===== src/rtl/four_bit_addsub_bist.sv =====
// four_bit_addsub_bist: exhaustive 512-vector self-test of an external 4-bit adder/subtractor
module four_bit_addsub_bist #(
  parameter int SETTLE = 1
) (
  input  logic       clk,
  input  logic       rst_n,
  input  logic       start,
  input  logic       abort,
  output logic [3:0] A,
  output logic [3:0] B,
  output logic       subtract,
  input  logic [3:0] Result,
  input  logic       Cout,
  output logic       busy,
  output logic       done,
  output logic       pass,
  output logic [9:0] err_count,
  output logic       first_fail_valid,
  output logic [8:0] first_fail_idx,
  output logic [4:0] first_fail_result
);
  typedef enum logic [1:0] {IDLE, DRIVE, SAMPLE, DONE} state_t;
  state_t     state_q, state_d;
  logic [8:0] idx_q, idx_d;
  logic [3:0] cnt_q, cnt_d;
  logic [9:0] err_q, err_d;
  logic       ffv_q, ffv_d;
  logic [8:0] ffi_q, ffi_d;
  logic [4:0] ffr_q, ffr_d;
  logic       busy_q, busy_d;
  logic       done_q, done_d;
  logic       pass_q, pass_d;
  logic [4:0] golden;
  logic [4:0] observed;
  assign golden   = {1'b0, idx_q[7:4]} + {1'b0, idx_q[3:0] ^ {4{idx_q[8]}}} + {4'b0, idx_q[8]};
  assign observed = {Cout, Result};
  // next-state: sweep control, compare on leaving SAMPLE, abort wins over that compare
  always_comb begin
    state_d = state_q;
    idx_d   = idx_q;
    cnt_d   = cnt_q;
    err_d   = err_q;
    ffv_d   = ffv_q;
    ffi_d   = ffi_q;
    ffr_d   = ffr_q;
    unique case (state_q)
      IDLE, DONE: if (start) begin
        state_d = DRIVE;
        idx_d   = '0;
        cnt_d   = '0;
        err_d   = '0;
        ffv_d   = 1'b0;
        ffi_d   = '0;
        ffr_d   = '0;
      end
      DRIVE: if (abort) begin
        state_d = IDLE;
        idx_d   = '0;
      end else if (cnt_q == 4'(SETTLE - 1)) state_d = SAMPLE;
      else cnt_d = cnt_q + 4'd1;
      SAMPLE: if (abort) begin
        state_d = IDLE;
        idx_d   = '0;
      end else begin
        if (observed != golden) begin
          err_d = err_q + 10'd1;
          if (!ffv_q) begin
            ffv_d = 1'b1;
            ffi_d = idx_q;
            ffr_d = observed;
          end
        end
        if (idx_q == 9'd511) state_d = DONE;
        else begin
          state_d = DRIVE;
          idx_d   = idx_q + 9'd1;
          cnt_d   = '0;
        end
      end
    endcase
    busy_d = (state_d == DRIVE) || (state_d == SAMPLE);
    done_d = state_d == DONE;
    pass_d = done_d && (err_d == '0);
  end
  // all state and registered status outputs, cleared asynchronously
  always_ff @(posedge clk or negedge rst_n) begin
    if (!rst_n) begin
      state_q <= IDLE;
      idx_q   <= '0;
      cnt_q   <= '0;
      err_q   <= '0;
      ffv_q   <= 1'b0;
      ffi_q   <= '0;
      ffr_q   <= '0;
      busy_q  <= 1'b0;
      done_q  <= 1'b0;
      pass_q  <= 1'b0;
    end else begin
      state_q <= state_d;
      idx_q   <= idx_d;
      cnt_q   <= cnt_d;
      err_q   <= err_d;
      ffv_q   <= ffv_d;
      ffi_q   <= ffi_d;
      ffr_q   <= ffr_d;
      busy_q  <= busy_d;
      done_q  <= done_d;
      pass_q  <= pass_d;
    end
  end
  assign subtract          = idx_q[8];
  assign A                 = idx_q[7:4];
  assign B                 = idx_q[3:0];
  assign busy              = busy_q;
  assign done              = done_q;
  assign pass              = pass_q;
  assign err_count         = err_q;
  assign first_fail_valid  = ffv_q;
  assign first_fail_idx    = ffi_q;
  assign first_fail_result = ffr_q;
endmodule


===== config.mk =====
export PLATFORM = sky130hd
export DESIGN_NAME = four_bit_addsub_bist
export DESIGN_NICKNAME = d
export VERILOG_FILES = /design/src/rtl/four_bit_addsub_bist.sv
export SDC_FILE = /design/constraint.sdc
export NUM_CORES = 1
export LEC_CHECK = 0
export CAP_MARGIN = 5
export CORE_ASPECT_RATIO = 1.75
export CORE_MARGIN = 10
export CORE_UTILIZATION = 50
export CTS_CLUSTER_DIAMETER = 200
export DETAILED_ROUTE_END_ITERATION = 10
export GPL_TIMING_DRIVEN = 0
export PLACE_DENSITY_LB_ADDON = 0.25
export SLEW_MARGIN = 15
export SYNTH_ARGS = -nofsm -noshare
export SYNTH_HDL_FRONTEND = slang
export SYNTH_SLANG_ARGS = --single-unit

===== constraint.sdc =====
create_clock -name clk -period 3.7 [get_ports clk]
set_input_delay 0.37 -clock clk [delete_from_list [all_inputs] [get_ports clk]]
set_output_delay 0.37 -clock clk [all_outputs]
set_load 0.01 [all_outputs]

Word level (Yosys, flattened, before mapping)

Index checks and enable logic that the tools add are counted.

Bitwise gates (word level): 1
Multiplexer cells: 34
Equality and inequality tests: 17
Reduce and logical (&&, ||, !) cells: 11
Add/subtract/negate cells: 5

Operators by type and width:

| kind                                                                   | number |
|---|---|
| 9-bit 2-to-1 mux                                                       | 7 |
| 10-bit 2-to-1 mux                                                      | 3 |
| 9-bit case mux with 3 select lines                                     | 1 |
| 4-bit 2-to-1 mux                                                       | 5 |
| 5-bit 2-to-1 mux                                                       | 4 |
| 10-bit case mux with 2 select lines                                    | 1 |
| 9-bit case mux with 2 select lines                                     | 1 |
| 2-bit != test (second input constant)                                  | 8 |
| 4-bit case mux with 3 select lines                                     | 1 |
| 10-bit by 1-bit adder with 10-bit output (second input constant)       | 1 |
| 10-bit zero test                                                       | 1 |
| 2-bit 2-to-1 mux                                                       | 5 |
| 5-bit case mux with 2 select lines                                     | 1 |
| 5-bit AND reduction                                                    | 2 |
| 9-bit by 1-bit adder with 9-bit output (second input constant)         | 1 |
| 9-bit equality test (second input constant)                            | 1 |
| 2-bit equality test (second input constant)                            | 4 |
| 2-bit case mux with 3 select lines                                     | 1 |
| 4-bit by 4-bit adder with 5-bit output                                 | 1 |
| 5-bit by 1-bit adder with 5-bit output                                 | 1 |
| 5-bit != test                                                          | 1 |
| 4-bit by 1-bit adder with 4-bit output (second input constant)         | 1 |
| 2-bit by 1-bit equality test with 1-bit output (second input constant) | 2 |
| 4-bit zero test                                                        | 1 |
| 11 further kinds                                                       | 13 |

Register bits: 43
Input bits: 9
Output and inout port bits: 37
Logic and storage cells: 78

Longest topological paths before layout

Gate-level depths: netlist of run 1.

Word-level depth: 9
Gate-level depth with buffers: 14
Mapped depth without buffers: 11

Worst setup path after synthesis of run 1

No wires, ideal clock.

Path type: reg2reg
Start point: register idx_q[8]
End point: register pass_q, in the netlist pass
Stages on the path, launching flop included: 13
Required time: 3604 ps
Setup time: 96 ps
Path buffers: 2
Slack: 706 ps
Data arrival time: 2898 ps
Cell sequence: dfrtp_1 > buf_2 > xor2_1 > inv_1 > fa_1 > nor2b_1 > a221oi_2 > xor2_1 > a31oi_2 > buf_6 > a41oi_4 > or4_1 > nor4_2

Longest elaborated chain between the ends: 9
Elaborated cells on any way between the ends: 14
Classes of those cells: 2 x add/sub; 3 x eq/ne; 6 x mux; 1 x bitwise; 2 x reduce/logical

Ends and longest elaborated chain:

| item                                     | RTL line | text |
|---|---|---|
| from (decl)                              | 24       | `logic [8:0] idx_q, idx_d;` |
| from (signal assigned)                   | 100      | `idx_q <= idx_d;` |
| 4-bit XOR                                | 35       | `assign golden = {1'b0, idx_q[7:4]} + {1'b0, idx_q[3:0] ^ {4{idx_q[8]}}} + {4'b0, idx_q[8]};` |
| 4-bit by 4-bit adder with 5-bit output   | 35       |  |
| 5-bit by 1-bit adder with 5-bit output * | 35       |  |
| 5-bit != test *                          | 65       | `if (observed != golden) begin` |
| 10-bit 2-to-1 mux *                      | 65       |  |
| 10-bit 2-to-1 mux *                      | 61       | `SAMPLE: if (abort) begin` |
| 10-bit case mux with 2 select lines *    | 46       | `unique case (state_q)` |
| net err_d[4]                             | 26       | `logic [9:0] err_q, err_d;` |
| 10-bit zero test *                       | 83       | `pass_d = done_d && (err_d == '0);` |
| 1-bit logical AND *                      | 83       |  |
| net pass_d                               | 32       | `logic pass_q, pass_d;` |
| to (signal assigned)                     | 108      | `pass_q <= pass_d;` |
| to (decl)                                | 32       |  |

The timed path passes the listed nets; every way through them passes the cells marked *.
A chain may end at the register's enable or synchronous reset.

Worst setup path in the final report of run 1

Start point: register idx_q[8]
End point: register ffi_q[3], in the netlist first_fail_idx[3]

Longest elaborated chain between the ends: 6

Ends and longest elaborated chain:

| item                                     | RTL line | text |
|---|---|---|
| 4-bit XOR                                | 35       |  |
| 4-bit by 4-bit adder with 5-bit output   | 35       |  |
| 5-bit by 1-bit adder with 5-bit output * | 35       |  |
| 5-bit != test *                          | 65       |  |
| 2-bit != test (no line) *                | -        |  |
| 5-bit AND reduction (no line) *          | -        |  |
| to (signal assigned)                     | 104      | `ffi_q <= ffi_d;` |
| to (decl)                                | 28       | `logic [8:0] ffi_q, ffi_d;` |

Mark *: on every way between the ends. The rest lies on a longest branch, timed or not.

==> flow_metrics.py, run 1 <==
metrics = {
    "timing": {
        "tightest_slew_ns": 0.696,
        "drv_slew": 0,
        "hold_violations": 0,
        "clock.fmax_mhz": 296,
        "fin_setup_tns_ns": 0,
        "clock_skew_ns": 0.00181,
        "period_needed_ns": 3.38,
        "slew_headroom_pct": 53.4,
        "grt_setup_unrepaired": "false",
        "setup_violations": 0,
        "finalCritPeriodShare_pct": 91.3,
    },
    "worst_setup_path": {
        "cp_top_family": "buffers and inverters",
        "path_common_cell": "xor2_1",
        "cp_cell_sequence": "buf_2 > xor2_1 > inv_1 > fa_1 > nor2b_1 > a221oi_2 > xor2_1 > a31oi_2 > buf_6 > nand2_1 > nor3_1 > clkbuf_1 > a22o_1",
        "slowest_stage": "fa_1",
        "end_kind": "register",
        "cp_max_fo": 10,
        "path_buf_inv": 4,
        "path_class": "reg2reg",
        "cp-start-kind": "register",
        "rr_worst_depth": 13,
        "slowest_delay_ns": 0.45,
        "arrival_ns": 3.62,
        "crit_required_ns": 3.94,
        "cp_num_cells": 13,
    },
    "floorplan": {
        "die_area_um2": 8190,
        "ios": 46,
        "die_h_um": 112,
        "start_util_pct": 51.9,
        "die_w_um": 72.8,
        "core-area_um2": 4710,
        "std_cell_rows": 33,
    },
    "worst_hold_path": {
        "hold_path.class": "in2async",
    },
    "routing": {
        "dr_wl_met3_um": 387,
        "first_pass_iters": 4,
        "drc": 0,
        "drt_iter0_drc": 131,
        "wl_um": 6150,
        "routedWlPerCell_um": 17.0,
        "vias_per_cell": 5.83,
        "routedLengthMet1_um": 2390,
        "top_layer": "met4",
        "antenna_left": 0,
        "vias": 2105,
        "wl_met2_um": 3240,
    },
    "logic_synthesis": {
        "yosysMostFrequentCell": "dfrtp_1",
        "synth_cell_types": 49,
        "synthesis.nets": 277,
        "synthFlopType": "dfrtp_1",
        "synth-seq-cells": 43,
        "yosys.area.top_type": "dfrtp_1",
        "ys_warn_count": 0,
        "synthTopCellsByArea": "dfrtp_1, ha_1, a22o_1",
        "synth_common_cells": "dfrtp_1, nand2_1, nor2_1, o21ai_0, a22o_1",
        "yosys.area.top_type_share_pct": 44.1,
        "synthCells": 256,
        "synth_edf_count": 0,
        "synthArstFlopShare_pct": 100,
        "netlist_area_um2": 2440,
        "synth_area_per_cell_um2": 9.54,
        "yosysSeqAreaShare_pct": 44.1,
    },
    "grt": {
        "grt_pass1_wl_um": 10400,
        "grt_overflow": 0,
        "grt_max_degree": 24,
        "antenna_found_initial": 0,
        "grt_pass1_vias": 2129,
        "grtUsageTotal_pct": 15.5,
    },
    "placed_design": {
        "dp_hpwl_um": 4710,
        "dpl_cell_area_um2": 2970,
        "port_buffers": 44,
        "place.gp.congestion": 0.847,
    },
    "clock_tree": {
        "cts_resized": 0,
        "clockRootBuffer": "clkbuf_8",
        "tritoncts": "built",
        "cts.reportedPaths.clkPinSlew_ns": 0.08,
        "clk_latency_ns": 0.30,
        "cts_max_path_buffers": 2,
        "hold_buffers": 0,
        "cts.sinks": 43,
        "cts_buffers": 5,
        "post_cts_buffers": 0,
        "ctsHtreeMaxLevel": 2,
    },
    "pwr": {
        "p_per_area_nw_per_um2": 438,
        "p_leak_nw": 1.36,
        "peakVddDrop_mv": 0.398,
    },
    "cells_and_area": {
        "layout-drive-gt1-share_pct": 7.77,
        "multi_input_area_um2": 1260,
        "finalCoreUtilization_pct": 64.9,
        "fill_cells": 406,
        "n_antenna_cell": 0,
        "final_cell_area_um2": 3050,
        "area_growth_pct": 25.1,
        "fin_nets": 329,
        "seqCellArea_um2": 1080,
    },
    "outcome": {
        "status": "finished, final reports clean",
    },
    "job": {
        "drv_cap": 0,
    },
}
[cell type report]
| type | instances | share of cell area (%) |
|---|---|---|
| multi-input combinational | 188 | 41.1 |
| sequential | 43 | 35.2 |
| timing repair buffer | 45 | 15.2 |
| clock buffer | 6 | 2.38 |
| buffer | 14 | 2.21 |
| tap | 52 | 2.13 |
| inverter | 11 | 1.35 |
| clock inverter | 2 | 0.410 |
[cell usage in the layout, fill, tap and decap left out, types with 2 or more instances in the layout]
cell	Yosys	layout
a21oi_1	11	11
xnor2_1	5	5
a31oi_1	5	5
nor2_1	22	22
a21o_1	3	3
a311oi_1	2	2
o21ai_0	16	16
clkbuf_1	9	10
or3_1	2	2
and2_1	2	2
or4_1	2	2
a31o_2	2	2
nor2b_1	2	2
buf_2	3	4
a41oi_1	2	2
nand4_1	3	3
and3_1	5	5
nand4b_1	2	2
clkdlybuf4s50_1	0	43
xor2_1	10	10
nand3_1	7	7
inv_1	11	11
nand2_1	32	32
dfrtp_1	43	43
nand2b_1	3	3
clkbuf_8	0	5
nor3_1	4	4
a22o_1	15	15
ha_1	11	11
[power by group]
| part | total (mW) | switching (mW) | internal, mW |
|---|---|---|---|
| Sequential | 0.546 | 0.0326 | 0.514 |
| Combinational | 0.488 | 0.308 | 0.180 |
| Clock | 0.302 | 0.170 | 0.132 |
| Total | 1.34 | 0.511 | 0.826 |
[flip-flops by register name, indices dropped and copies added (netlist names)]
register / flops
done: 1
first_fail_idx: 9
first_fail_valid: 1
busy: 1
state_q: 2
cnt_q: 4
first_fail_result: 5
idx_q: 9
pass: 1
err_count: 10
[kinds of logic after synthesis]
family                     after synthesis  share of synthesized area (%)
buffers and inverters                   25                           4.46
adders and majority gates               12                           6.46
muxes                                    2                           1.02
AOI/OAI and AO/OA                       67                           20.3
DFF                                     43                           44.1
xor gates and xnor gates                15                           5.38
and+or+nand+nor                         92                           18.3
[worst paths after layout]
kind	from	endpoint	slack (ns)
hold reg to reg	first_fail_result[4]$_DFFE_PN0P_	first_fail_result[4]$_DFFE_PN0P_	0.49
setup reg to reg	idx_q[8]$_DFFE_PN0P_	first_fail_idx[3]$_DFFE_PN0P_	0.32
hold / removal	rst_n	idx_q[4]$_DFFE_PN0P_	0.05
min in group clk	first_fail_result[4]$_DFFE_PN0P_	first_fail_result[4]$_DFFE_PN0P_	0.49
max in group asynchronous	rst_n	err_count[2]$_DFF_PN0_	3.16
setup / recovery	idx_q[8]$_DFFE_PN0P_	first_fail_idx[3]$_DFFE_PN0P_	0.32
[per-layer routing]
layer,up-vias,GRT usage [%]
met3,16,4.23
li1,1018,-
met4,0,5.85
met5,-,0
met1,1005,16.6
met2,66,27.6
[metrics by stage]
stage / hold slack [ns] / power (mW) / std cells / setup slack (ns)
final: 0.0498 / 1.34 / 361 / 0.322
after global routing: 0.0671 / 1.42 / 361 / 0.0380
after CTS: 0.0568 / 1.34 / 361 / 0.309
after detailed placement: 0.385 / 1.04 / 353 / 0.332
after global placement: 0.461 / 1.03 / 352 / 0.430
after floorplan: 0.0744 / 0.851 / 256 / 0.706
Power figures use the tool's default switching activity.
==> inputs of run 2 (changes only) <==
HOLD_SLACK_MARGIN = 0.06   (was default)
==> run 2 against run 1 <==
First-iteration DRC count shrank 4.6%; worst setup slack lost 0.0028 ns; sequential power is essentially flat; combinational power is essentially flat; cell area grew 0.33%; utilization grew 0.21 points; total power is essentially flat; clock skew is essentially flat; routed wire length grew 0.46%; largest cell class unchanged; largest power group unchanged.
==> flow_metrics.py, run 2 (synthesized netlist as in run 1, its figures left out) <==
metrics = {
    "worst_setup_path": {
        "path_common_cell": "xor2_1",
        "crit_required_ns": 3.94,
        "slowest_stage": "fa_1",
        "end_kind": "register",
        "cp_cell_sequence": "buf_2 > xor2_1 > inv_1 > fa_1 > nor2b_1 > a221oi_2 > xor2_1 > a31oi_2 > buf_6 > nand2_1 > nor3_1 > clkbuf_1 > a22o_1",
        "r2r_setup_slack_ns": 0.32,
        "cp_max_fo": 10,
        "arrival_ns": 3.62,
        "path_class": "reg2reg",
        "cp-start-kind": "register",
        "slowest_delay_ns": 0.45,
    },
    "routing": {
        "antenna_left": 0,
        "first_pass_iters": 4,
        "drc": 0,
        "vias": 2096,
        "routedWlPerCell_um": 17.1,
        "drt_iter0_drc": 125,
        "vias_per_cell": 5.79,
        "wl_um": 6180,
    },
    "grt": {
        "grt_max_degree": 24,
        "antenna_found_initial": 0,
        "grt_pass1_vias": 2132,
        "grt_overflow": 0,
        "grt_pass1_wl_um": 10400,
        "grtUsageTotal_pct": 15.5,
    },
    "clock_tree": {
        "clockRootBuffer": "clkbuf_8",
        "cts_buffers": 5,
        "cts_resized": 0,
        "tritoncts": "built",
        "clk_latency_ns": 0.30,
        "cts_max_path_buffers": 2,
        "ctsHtreeMaxLevel": 2,
        "hold_buffers": 1,
        "cts.sinks": 43,
        "post_cts_buffers": 0,
        "cts.reportedPaths.clkPinSlew_ns": 0.08,
    },
    "worst_hold_path": {
        "hold_path.class": "reg2reg",
    },
    "timing": {
        "fin_setup_tns_ns": 0,
        "slew_headroom_pct": 54.5,
        "finalCritPeriodShare_pct": 91.4,
        "tightest_slew_ns": 0.680,
        "clock.fmax_mhz": 296,
        "grt_setup_unrepaired": "false",
        "drv_slew": 0,
        "setup_slack_ns": 0.319,
        "hold_violations": 0,
        "period_needed_ns": 3.38,
        "setup_violations": 0,
        "clock_skew_ns": 0.00227,
    },
    "cells_and_area": {
        "fill_cells": 405,
        "area_growth_pct": 25.5,
        "layout-drive-gt1-share_pct": 7.74,
        "fin_nets": 330,
        "largest_reg_flops": 10,
        "n_antenna_cell": 0,
        "mostFrequentLayoutCells": "dfrtp_1, clkdlybuf4s50_1, nand2_1, nor2_1, o21ai_0",
    },
    "floorplan": {
        "die_w_um": 72.8,
        "core-area_um2": 4710,
        "start_util_pct": 51.9,
        "die_h_um": 112,
        "std_cell_rows": 33,
        "ios": 46,
        "die_area_um2": 8190,
    },
    "placed_design": {
        "place.gp.congestion": 0.847,
        "pre_cts_slack_ns": 0.332,
        "port_buffers": 44,
        "dp_hpwl_um": 4710,
    },
    "job": {
        "drv_cap": 0,
    },
    "pwr": {
        "p_per_area_nw_per_um2": 436,
        "peakVddDrop_mv": 0.399,
        "p_leak_nw": 1.37,
    },
    "outcome": {
        "status": "finished, final reports clean",
    },
}
[run 2: changes by cell type in the layout (fill, tap and decap cells not counted), sizes merged]
cell	delta
dlygate4sd3	+1
[run 2: worst max-delay path: cells and delay by family (launching register included)]
family	cells	cell delay, ns
AND/OR/NAND/NOR	3	0.59
adder cells (fa/ha/maj)	1	0.45
buffers and inverters	4	0.92
flip-flops	1	0.39
AO/OA/AOI/OAI	3	0.57
XOR/XNOR	2	0.40
[run 2: final timing paths]
check / start / endpoint / cells after the start
worst max-delay path: idx_q[8]$_DFFE_PN0P_ / first_fail_idx[3]$_DFFE_PN0P_ / 13
worst min-delay path: first_fail_result[4]$_DFFE_PN0P_ / first_fail_result[4]$_DFFE_PN0P_ / 2
worst max register to register: idx_q[8]$_DFFE_PN0P_ / first_fail_idx[3]$_DFFE_PN0P_ / 13
worst min register to register: first_fail_result[4]$_DFFE_PN0P_ / first_fail_result[4]$_DFFE_PN0P_ / 2
max in group asynchronous: rst_n / pass$_DFF_PN0_ / 3
min in group asynchronous: rst_n / idx_q[4]$_DFFE_PN0P_ / 2
[run 2: power breakdown]
part / internal (mW) / switching, mW
clock: 0.132 / 0.171
sequential: 0.514 / 0.0331
combinational: 0.181 / 0.306
total: 0.827 / 0.510
[run 2: final cells by class]
class                   count  area (µm²)  area share (%)
clock buffers               6        72.6            2.37
flip-flops and latches     43        1080            35.1
inverters                  11        41.3            1.35
repair buffers             46         473            15.4
clock inverters             2        12.5           0.408
multi-input cells         188        1260            41.0
well taps                  52        65.1            2.12
plain buffers              14        67.6            2.20
[run 2: through the flow]
step | instance area (µm²) | std cells | hold WS [ns] | total power [mW] | utilization, %
3_5_place_dp | 2970 | 353 | 0.385 | 1.04 | 63.1
4_1_cts | 3060 | 362 | 0.491 | 1.35 | 65.1
6_report | 3060 | 362 | 0.486 | 1.34 | 65.1
3_3_place_gp | 2950 | 352 | 0.461 | 1.03 | 62.6
2_1_floorplan | 2440 | 256 | 0.0744 | 0.851 | -
5_1_grt | 3060 | 362 | 0.518 | 1.42 | 65.1
[run 2: per-layer routing]
layer,track usage [%],routed length (µm),vias up
li1,-,-,1020
met1,16.7,2380,996
met2,27.6,3240,67
met3,4.23,424,13
met4,5.85,134,0
met5,0,0,-
